<file path="src/rtl/lock_reg_write_arbiter_if.sv">
// Requester-side write bus for lock_reg_write_arbiter.
// Handshake: a requester raises req[i] with addr/data/lock stable and holds it until ack[i]; err[i] qualifies ack[i].
interface lock_reg_write_arbiter_if #(
   parameter int NREQ = 2,
   parameter int AW   = 3,
   parameter int DW   = 16
);
   logic [NREQ-1:0]    req;
   logic [NREQ*AW-1:0] req_addr;
   logic [NREQ*DW-1:0] req_data;
   logic [NREQ-1:0]    req_lock;
   logic [NREQ-1:0]    ack;
   logic [NREQ-1:0]    err;

   modport master (output req, req_addr, req_data, req_lock, input ack, err);
   modport slave  (input req, req_addr, req_data, req_lock, output ack, err);
endinterface

</file>
<file path="src/rtl/lock_reg_write_arbiter.sv">
// Round-robin write arbiter in front of a bank of sticky-lockable config registers.
// A locked register accepts writes only while debug_mode and trusted are both high.
module lock_reg_write_arbiter #(
   parameter int NREQ  = 2,
   parameter int NREGS = 4,
   parameter int AW    = 3,
   parameter int DW    = 16
) (
   input  logic                     Clk,
   input  logic                     resetn,
   lock_reg_write_arbiter_if.slave  bus,
   input  logic                     debug_mode,
   input  logic                     trusted,
   output logic                     busy,
   output logic [NREGS-1:0]         lock_status,
   output logic [NREGS*DW-1:0]      reg_data,
   output logic [1:0]               fsm_state
);
   localparam int PW = (NREQ > 1) ? $clog2(NREQ) : 1;

   typedef enum logic [1:0] {
      IDLE  = 2'd0,
      GRANT = 2'd1,
      RESP  = 2'd2
   } state_t;

   state_t          state, state_nxt;
   logic [PW-1:0]   rr_ptr;
   logic [PW-1:0]   win_id;
   logic [PW-1:0]   pick_id;
   logic [PW:0]     cand;
   logic            pick_found;
   logic [AW-1:0]   lat_addr;
   logic [DW-1:0]   lat_data;
   logic            lat_lock;
   logic            rejected;
   logic            addr_ok;
   logic            cur_locked;
   logic            write_ok;
   logic [NREQ-1:0] ack_c;
   logic [NREQ-1:0] err_c;

   assign bus.ack   = ack_c;
   assign bus.err   = err_c;
   assign fsm_state = state;

   // First requesting index at or after rr_ptr, wrapping modulo NREQ.
   always_comb begin
      pick_found = 1'b0;
      pick_id    = '0;
      cand       = '0;
      for (int k = 0; k < NREQ; k++) begin
         cand = {1'b0, rr_ptr} + (PW+1)'(k);
         if (cand >= (PW+1)'(NREQ)) cand = cand - (PW+1)'(NREQ);
         if (!pick_found && bus.req[cand[PW-1:0]]) begin
            pick_found = 1'b1;
            pick_id    = cand[PW-1:0];
         end
      end
   end

   always_comb begin
      addr_ok    = (32'(lat_addr) < 32'(NREGS));
      cur_locked = 1'b0;
      for (int j = 0; j < NREGS; j++) begin
         if (32'(lat_addr) == 32'(j)) cur_locked = lock_status[j];
      end
      write_ok = addr_ok & (~cur_locked | (debug_mode & trusted));
   end

   always_ff @(posedge Clk) begin
      if (!resetn) state <= IDLE;
      else         state <= state_nxt;
   end

   always_comb begin
      state_nxt = state;
      ack_c     = '0;
      err_c     = '0;
      busy      = 1'b0;
      case (state)
         IDLE: begin
            if (|bus.req) state_nxt = GRANT;
         end
         GRANT: begin
            busy      = 1'b1;
            state_nxt = RESP;
         end
         RESP: begin
            busy          = 1'b1;
            ack_c[win_id] = 1'b1;
            err_c[win_id] = rejected;
            state_nxt     = IDLE;
         end
         default: state_nxt = IDLE;
      endcase
   end

   // Only the copy latched at grant is used; the bus fields may change afterwards.
   always_ff @(posedge Clk) begin
      if (!resetn) begin
         rr_ptr      <= '0;
         win_id      <= '0;
         lat_addr    <= '0;
         lat_data    <= '0;
         lat_lock    <= 1'b0;
         rejected    <= 1'b0;
         lock_status <= '0;
         reg_data    <= '0;
      end else begin
         case (state)
            IDLE: begin
               if (pick_found) begin
                  win_id   <= pick_id;
                  lat_addr <= bus.req_addr[int'(pick_id)*AW +: AW];
                  lat_data <= bus.req_data[int'(pick_id)*DW +: DW];
                  lat_lock <= bus.req_lock[pick_id];
               end
            end
            GRANT: begin
               rejected <= ~write_ok;
               for (int j = 0; j < NREGS; j++) begin
                  if (write_ok && (32'(lat_addr) == 32'(j))) begin
                     reg_data[j*DW +: DW] <= lat_data;
                     if (lat_lock) lock_status[j] <= 1'b1;
                  end
               end
            end
            RESP: begin
               if (int'(win_id) == NREQ - 1) rr_ptr <= '0;
               else                          rr_ptr <= win_id + 1'b1;
            end
            default: ;
         endcase
      end
   end
endmodule

</file>
<file path="src/flat_wrapper.sv">
// flat-port wrapper written by rule: the top's interface ports become plain ports
module lock_reg_write_arbiter_flat 
#(
   parameter int NREQ  = 2,
   parameter int NREGS = 4,
   parameter int AW    = 3,
   parameter int DW    = 16
)
  (Clk, resetn, debug_mode, trusted, busy, lock_status, reg_data, fsm_state, bus_req, bus_req_addr, bus_req_data, bus_req_lock, bus_ack, bus_err);
  lock_reg_write_arbiter_if #(.NREQ(NREQ), .AW(AW), .DW(DW)) bus_i ();
  input  logic Clk;
  input  logic resetn;
  input  logic debug_mode;
  input  logic trusted;
  output logic busy;
  output logic [NREGS-1:0] lock_status;
  output logic [NREGS*DW-1:0] reg_data;
  output logic [1:0] fsm_state;
  input wire logic [$bits(bus_i.req)-1:0] bus_req;
  input wire logic [$bits(bus_i.req_addr)-1:0] bus_req_addr;
  input wire logic [$bits(bus_i.req_data)-1:0] bus_req_data;
  input wire logic [$bits(bus_i.req_lock)-1:0] bus_req_lock;
  output wire logic [$bits(bus_i.ack)-1:0] bus_ack;
  output wire logic [$bits(bus_i.err)-1:0] bus_err;
  assign bus_i.req = bus_req;
  assign bus_i.req_addr = bus_req_addr;
  assign bus_i.req_data = bus_req_data;
  assign bus_i.req_lock = bus_req_lock;
  assign bus_ack = bus_i.ack;
  assign bus_err = bus_i.err;
  lock_reg_write_arbiter #(.NREQ(NREQ), .NREGS(NREGS), .AW(AW), .DW(DW)) u_core (.Clk(Clk), .resetn(resetn), .bus(bus_i), .debug_mode(debug_mode), .trusted(trusted), .busy(busy), .lock_status(lock_status), .reg_data(reg_data), .fsm_state(fsm_state));
endmodule
</file>
<file path="config.mk">
export PLATFORM = sky130hd
export DESIGN_NAME = lock_reg_write_arbiter_flat
export DESIGN_NICKNAME = d
export VERILOG_FILES = /design/src/rtl/lock_reg_write_arbiter_if.sv /design/src/rtl/lock_reg_write_arbiter.sv /design/src/flat_wrapper.sv
export SDC_FILE = /design/constraint.sdc
export NUM_CORES = 1
export LEC_CHECK = 0
export CELL_PAD_IN_SITES_DETAIL_PLACEMENT = 0
export CELL_PAD_IN_SITES_GLOBAL_PLACEMENT = 1
export CORE_ASPECT_RATIO = 1.1
export CORE_MARGIN = 3
export CORE_UTILIZATION = 31
export DETAILED_ROUTE_END_ITERATION = 10
export GPL_TIMING_DRIVEN = 0
export PLACE_DENSITY_LB_ADDON = 0.25
export SYNTH_ARGS = -nofsm -noshare
export SYNTH_HDL_FRONTEND = slang
export SYNTH_SLANG_ARGS = --single-unit
</file>
<file path="constraint.sdc">
create_clock -name Clk -period 2.25 [get_ports Clk]
set_clock_uncertainty 0.2 [all_clocks]
set_input_delay 0.225 -clock Clk [delete_from_list [all_inputs] [get_ports Clk]]
set_output_delay 0.225 -clock Clk [all_outputs]
set_load 0.02 [all_outputs]
</file>
-- After elaboration in Yosys (flattened, before gate mapping)
Cells that the tools add are included.
- register bits: 93
- memories kept: 0
- ROM bits: 0
- latch bits: 0
- RAM bits: 0
- bitwise operators: 6
- divide/modulo/power cells: 0
- shift operators: 2
- multiplexer cells: 24
- order comparisons: 8
- reductions and logical operators: 20
- add/subtract/negate cells: 4
- equality and inequality tests: 6
- multipliers: 1
- operators by type and width (cell ; number):
    $shiftx A32 B6 Y16 ; 1
    $shiftx A6 B32 Y3 ; 1
    $mux W1 ; 19
    $reduce_and A3 Y1 ; 4
    $reduce_and A2 Y1 ; 5
    $lt A1 B2 Y1 const B ; 4
    $eq A3 B2 Y1 const B ; 2
    $logic_and A1 B1 Y1 ; 6
    $mux W2 ; 3
    $pmux W2 S2 ; 1
    $reduce_or A2 Y1 ; 2
    $eq A3 B1 Y1 const B ; 1
    $logic_not A3 Y1 ; 1
    $lt A3 B3 Y1 const B ; 1
    $mul A1 B2 Y3 const B ; 1
    $add A1 B1 Y2 const B ; 1
    $and A1 B1 Y1 ; 2
    $and A2 B2 Y2 ; 1
    $eq A2 B1 Y1 const B ; 1
    $eq A2 B2 Y1 const B ; 1
    $ge A1 B2 Y1 const B ; 1
    $ge A2 B2 Y1 const B ; 1
    $logic_not A2 Y1 ; 1
    $ne A2 B1 Y1 const B ; 1
    other kinds (7) ; 9

-- Logic depth before layout (Yosys ltp)
- word-level depth: 10
- mapped depth: 7
- mapped depth without buffers: 5

-- Least setup slack after synthesis
OpenSTA, ideal clock, no wires.
- path kind: register to register
- start point: register u_core.state[0] (netlist: u_core.fsm_state[0])
- end point: register u_core.reg_data[10]
- data arrival time: 1.982 ns
- clock period less this slack: 2.254 ns
- slack: -0.004 ns
- required time: 1.978 ns
- cell stages (with the launch flop): 7
- buffers on the path: 2
- library setup time: 0.072 ns
- cell sequence: dfxtp_1 > ha_1 > nand2b_1 > buf_2 > a2111oi_4 > buf_6 > mux2i_1
- longest elaborated chain between the ends: 2
- RTL lines (what ; line ; RTL):
    from (decl) ; lock_reg_write_arbiter.sv:27 ; state_t state, state_nxt;
    from (signal assigned) ; lock_reg_write_arbiter.sv:73 ; else state <= state_nxt;
    $eq A2 B1 Y1 ; lock_reg_write_arbiter.sv:111 ; case (state)
    $reduce_and A2 Y1 (no line) ; - ;
    to (signal, indexed assignment) ; lock_reg_write_arbiter.sv:124 ; reg_data[j*DW +: DW] <= lat_data;
    to (decl) ; lock_reg_write_arbiter.sv:16 ; output logic [NREGS*DW-1:0] reg_data,
Every way passes these cells.
A chain may end at the register's enable or synchronous reset.

-- Worst setup path in the final report
- start point: register u_core.state[0] (netlist: u_core.fsm_state[0])
- end point: output busy
- longest elaborated chain between the ends: 3
- elaborated cells on any way between the ends: 4
- those cells by class: eq/ne (2); mux (1); reduce/logical (1)
- RTL lines (what ; line ; RTL):
    $eq A2 B1 Y1 or $eq A2 B2 Y1 (tied branches) ; lock_reg_write_arbiter.sv:81 ; case (state)
    $reduce_or A2 Y1 (no line) (*) ; - ;
    $mux W1 (*) ; lock_reg_write_arbiter.sv:81 ;
    to (decl) ; flat_wrapper.sv:15 ; output logic busy;
Every way passes the cells marked *; elsewhere a longest branch is shown, timed or not.

==> results.md <==
* Status: finished, final reports clean
* Global Route Usage Sum at 16.3%
* Syn Std Cell Area at 3840 um^2
* Initial antenna violation count at 0
* Die area at 13800 um^2
* FF+latch count, synth at 93
* CP Launch Type: register
* Critical Path Fanout Max at 5
* RePlAce Congestion at 0.794
* DRC viols at 0
* Final HPWL DP at 8600 um
* PortBufs at 119
* Largest net degree at the start of global routing at 19
* Initial Util at 31.8%
* CP Capture Type: primary output
* Num CTS Buffers at 9
* YS warnings at 0
* P&R area growth vs syn at 44.5%
* DRT iter0 DRCs at 134
* Clock buffer depth at 2
* Vias in the first global route at 3299
* WP data required at 1.82 ns
* Final nets at 579
* Most common cell after layout, fill and taps aside: clkdlybuf4s50_1
* Rows at 42
* Tcrit/Tclk final at 94.6%
* CTS sink count at 93
* Post-synth top area cell: dfxtp_1
* Post-DR wirelength/cell at 16.2 um
* Routed wl met3 at 510 um
* Largest cells by area after synthesis: dfxtp_1 48%, mux2i_1 17%, nand2_1 7.8%
* Post-synth EDFFs at 0
* Netlist cell types at 29
* VDD IR max at 0.315 mV
* Mean post-synth cell area at 9.72 um^2
* DR top layer: met4
* CTS Root Buffer Type: clkbuf_16
* Synthesized netlist cell count at 395
* Ys async rst share at 0%
* Synth Net Count at 445
* Final WL at 11200 um
* Top-area cell type share of the netlist area at 48.5%
* Most frequent cells in the layout: 115 x clkdlybuf4s50_1, 93 x dfxtp_1, 80 x nand2_1
* CP Class: reg -> out
* Final Cell Area at 5550 um^2
* Data arrival, critical path at 1.70 ns
* Layout cells sized above 1 at 6.18%
* Core ar. at 12100 um^2
* Max_cap viols at 0
* Worst skew pair latency at 0.34 ns
* Placed inst area at 5220 um^2
* Inserted Diodes at 0
* Final Hold Vio Count at 0
* Register area share after synthesis at 48.5%
* Via-per-instance ratio at 4.82
* Routed via count at 3319
* Max transition margin at 60.7%
* Slew @ Worst Pin at 0.589 ns
* Max Clk Rate at 470 MHz
* Fin crit period at 2.13 ns
* Initial DRT Pass Iterations at 4
* Most common flop cell mapped by yosys: dfxtp_1
* Fillers at 1203
* H-tree levels at 3
* Pwr dens at 695 nW/um^2
* GRT overflow at 0
* Clock transition at path regs at 0.07 ns
* Die Y at 123 um
* Max Slew Vio Count at 0
* P_leak at 0.00192 uW
* Global-route wire length before repair at 17500 um
* Hold Slack at 0.0842 ns
* Die width at 112 um
* Hold-fix buffers, CTS at 0
* Io pins at 121
* Met2 wire len at 5320 um
* Routed Antenna Nets at 0
* Unrepaired setup endpoints after global routing: false
* Final setup fails at 0
* CTS tree: yes
* Min-Delay Path Class: in -> reg
* Routed met1 length at 5190 um
==> final timing paths <==
path,slack [ns],end,cells after the start,start
setup reg to reg,0.15,u_core.reg_data[25],7,u_core.fsm_state[1]
hold / removal,0.08,u_core.lat_data[12],3,bus_req[1]
setup / recovery,0.12,busy,3,u_core.fsm_state[0]
hold reg to reg,0.26,u_core.reg_data[41],2,u_core.reg_data[41]
==> synth_stat cells, types with 2 or more instances <==
| cell type | count |
|---|---|
| a2111oi_4 | 4 |
| buf_1 | 2 |
| mux2i_1 | 67 |
| and2_1 | 2 |
| dfxtp_1 | 93 |
| ha_1 | 4 |
| a31oi_1 | 23 |
| nor2b_1 | 2 |
| buf_6 | 4 |
| o21a_1 | 2 |
| nor3b_1 | 2 |
| inv_1 | 6 |
| o21ai_0 | 41 |
| buf_2 | 3 |
| nor2_1 | 5 |
| clkbuf_1 | 22 |
| nand3b_1 | 21 |
| nand2_1 | 80 |
| nand2b_1 | 2 |
==> cells by family after synthesis <==
| kind of cell | share of synthesized area [%] |
|---|---|
| AOI/OAI and AO/OA | 13.6 |
| adders and majority gates | 1.30 |
| buffers and inverters | 4.50 |
| DFF | 48.5 |
| muxes | 17.8 |
| and+or+nand+nor | 14.4 |
==> critical path, cell delays in order, from the launching register on <==
cell,delay [ns]
dfxtp_1,0.40
inv_1,0.09
ha_1,0.28
clkdlybuf4s50_1,0.59
==> where the power goes <==
group / switching (uW) / total, uW / leakage (uW) / internal [uW]
Sequential: 48.8 / 1770 / 0.000756 / 1720
Clock: 706 / 1480 / 0.000145 / 778
Combinational: 332 / 597 / 0.00102 / 264
Total: 1090 / 3850 / 0.00192 / 2770
==> layout make-up <==
class	instances	area, um^2	share of cell area (%)
Timing Repair Buffer	123	1230	22.1
Inverter	6	22.5	0.406
Multi-Input combinational cell	265	1810	32.5
Sequential cell	93	1860	33.6
Clock inverter	7	62.6	1.13
Tap cell	154	193	3.47
Buffer	31	150	2.71
Clock buffer	9	225	4.06
==> repair_timing <==
action,in CTS,in global routing
pin swaps,4,0
setup buffers,4,0
setup endpoints to repair,41,3
resized for setup,1,3
==> state kept, by name, indices dropped and copies added (netlist names) <==
register	count
u_core.lat_addr	3
u_core.lock_status	4
u_core.rejected	1
u_core.rr_ptr	1
u_core.fsm_state	2
u_core.lat_lock	1
u_core.reg_data	64
u_core.win_id	1
u_core.lat_data	16
==> metrics by stage <==
stage | setup TNS, ns | std cells | utilization, % | total power [uW] | setup WS, ns
2_1_floorplan | 0 | 395 | - | 2150 | 0.124
6_report | 0 | 688 | 45.9 | 3850 | 0.122
5_1_grt | 0 | 688 | 45.9 | 4030 | 0.00322
4_1_cts | 0 | 688 | 45.8 | 3890 | 0.0483
3_5_place_dp | -7.03 | 668 | 43.2 | 2410 | -0.228
3_3_place_gp | -5.75 | 668 | 43.2 | 2400 | -0.184
==> routing by layer <==
metal	vias up	GRT usage, %
li1	1650	-
met1	1559	21.2
met2	97	27.0
met3	13	3.70
met4	0	5.18
met5	-	0
Power figures use the tool's default switching activity.
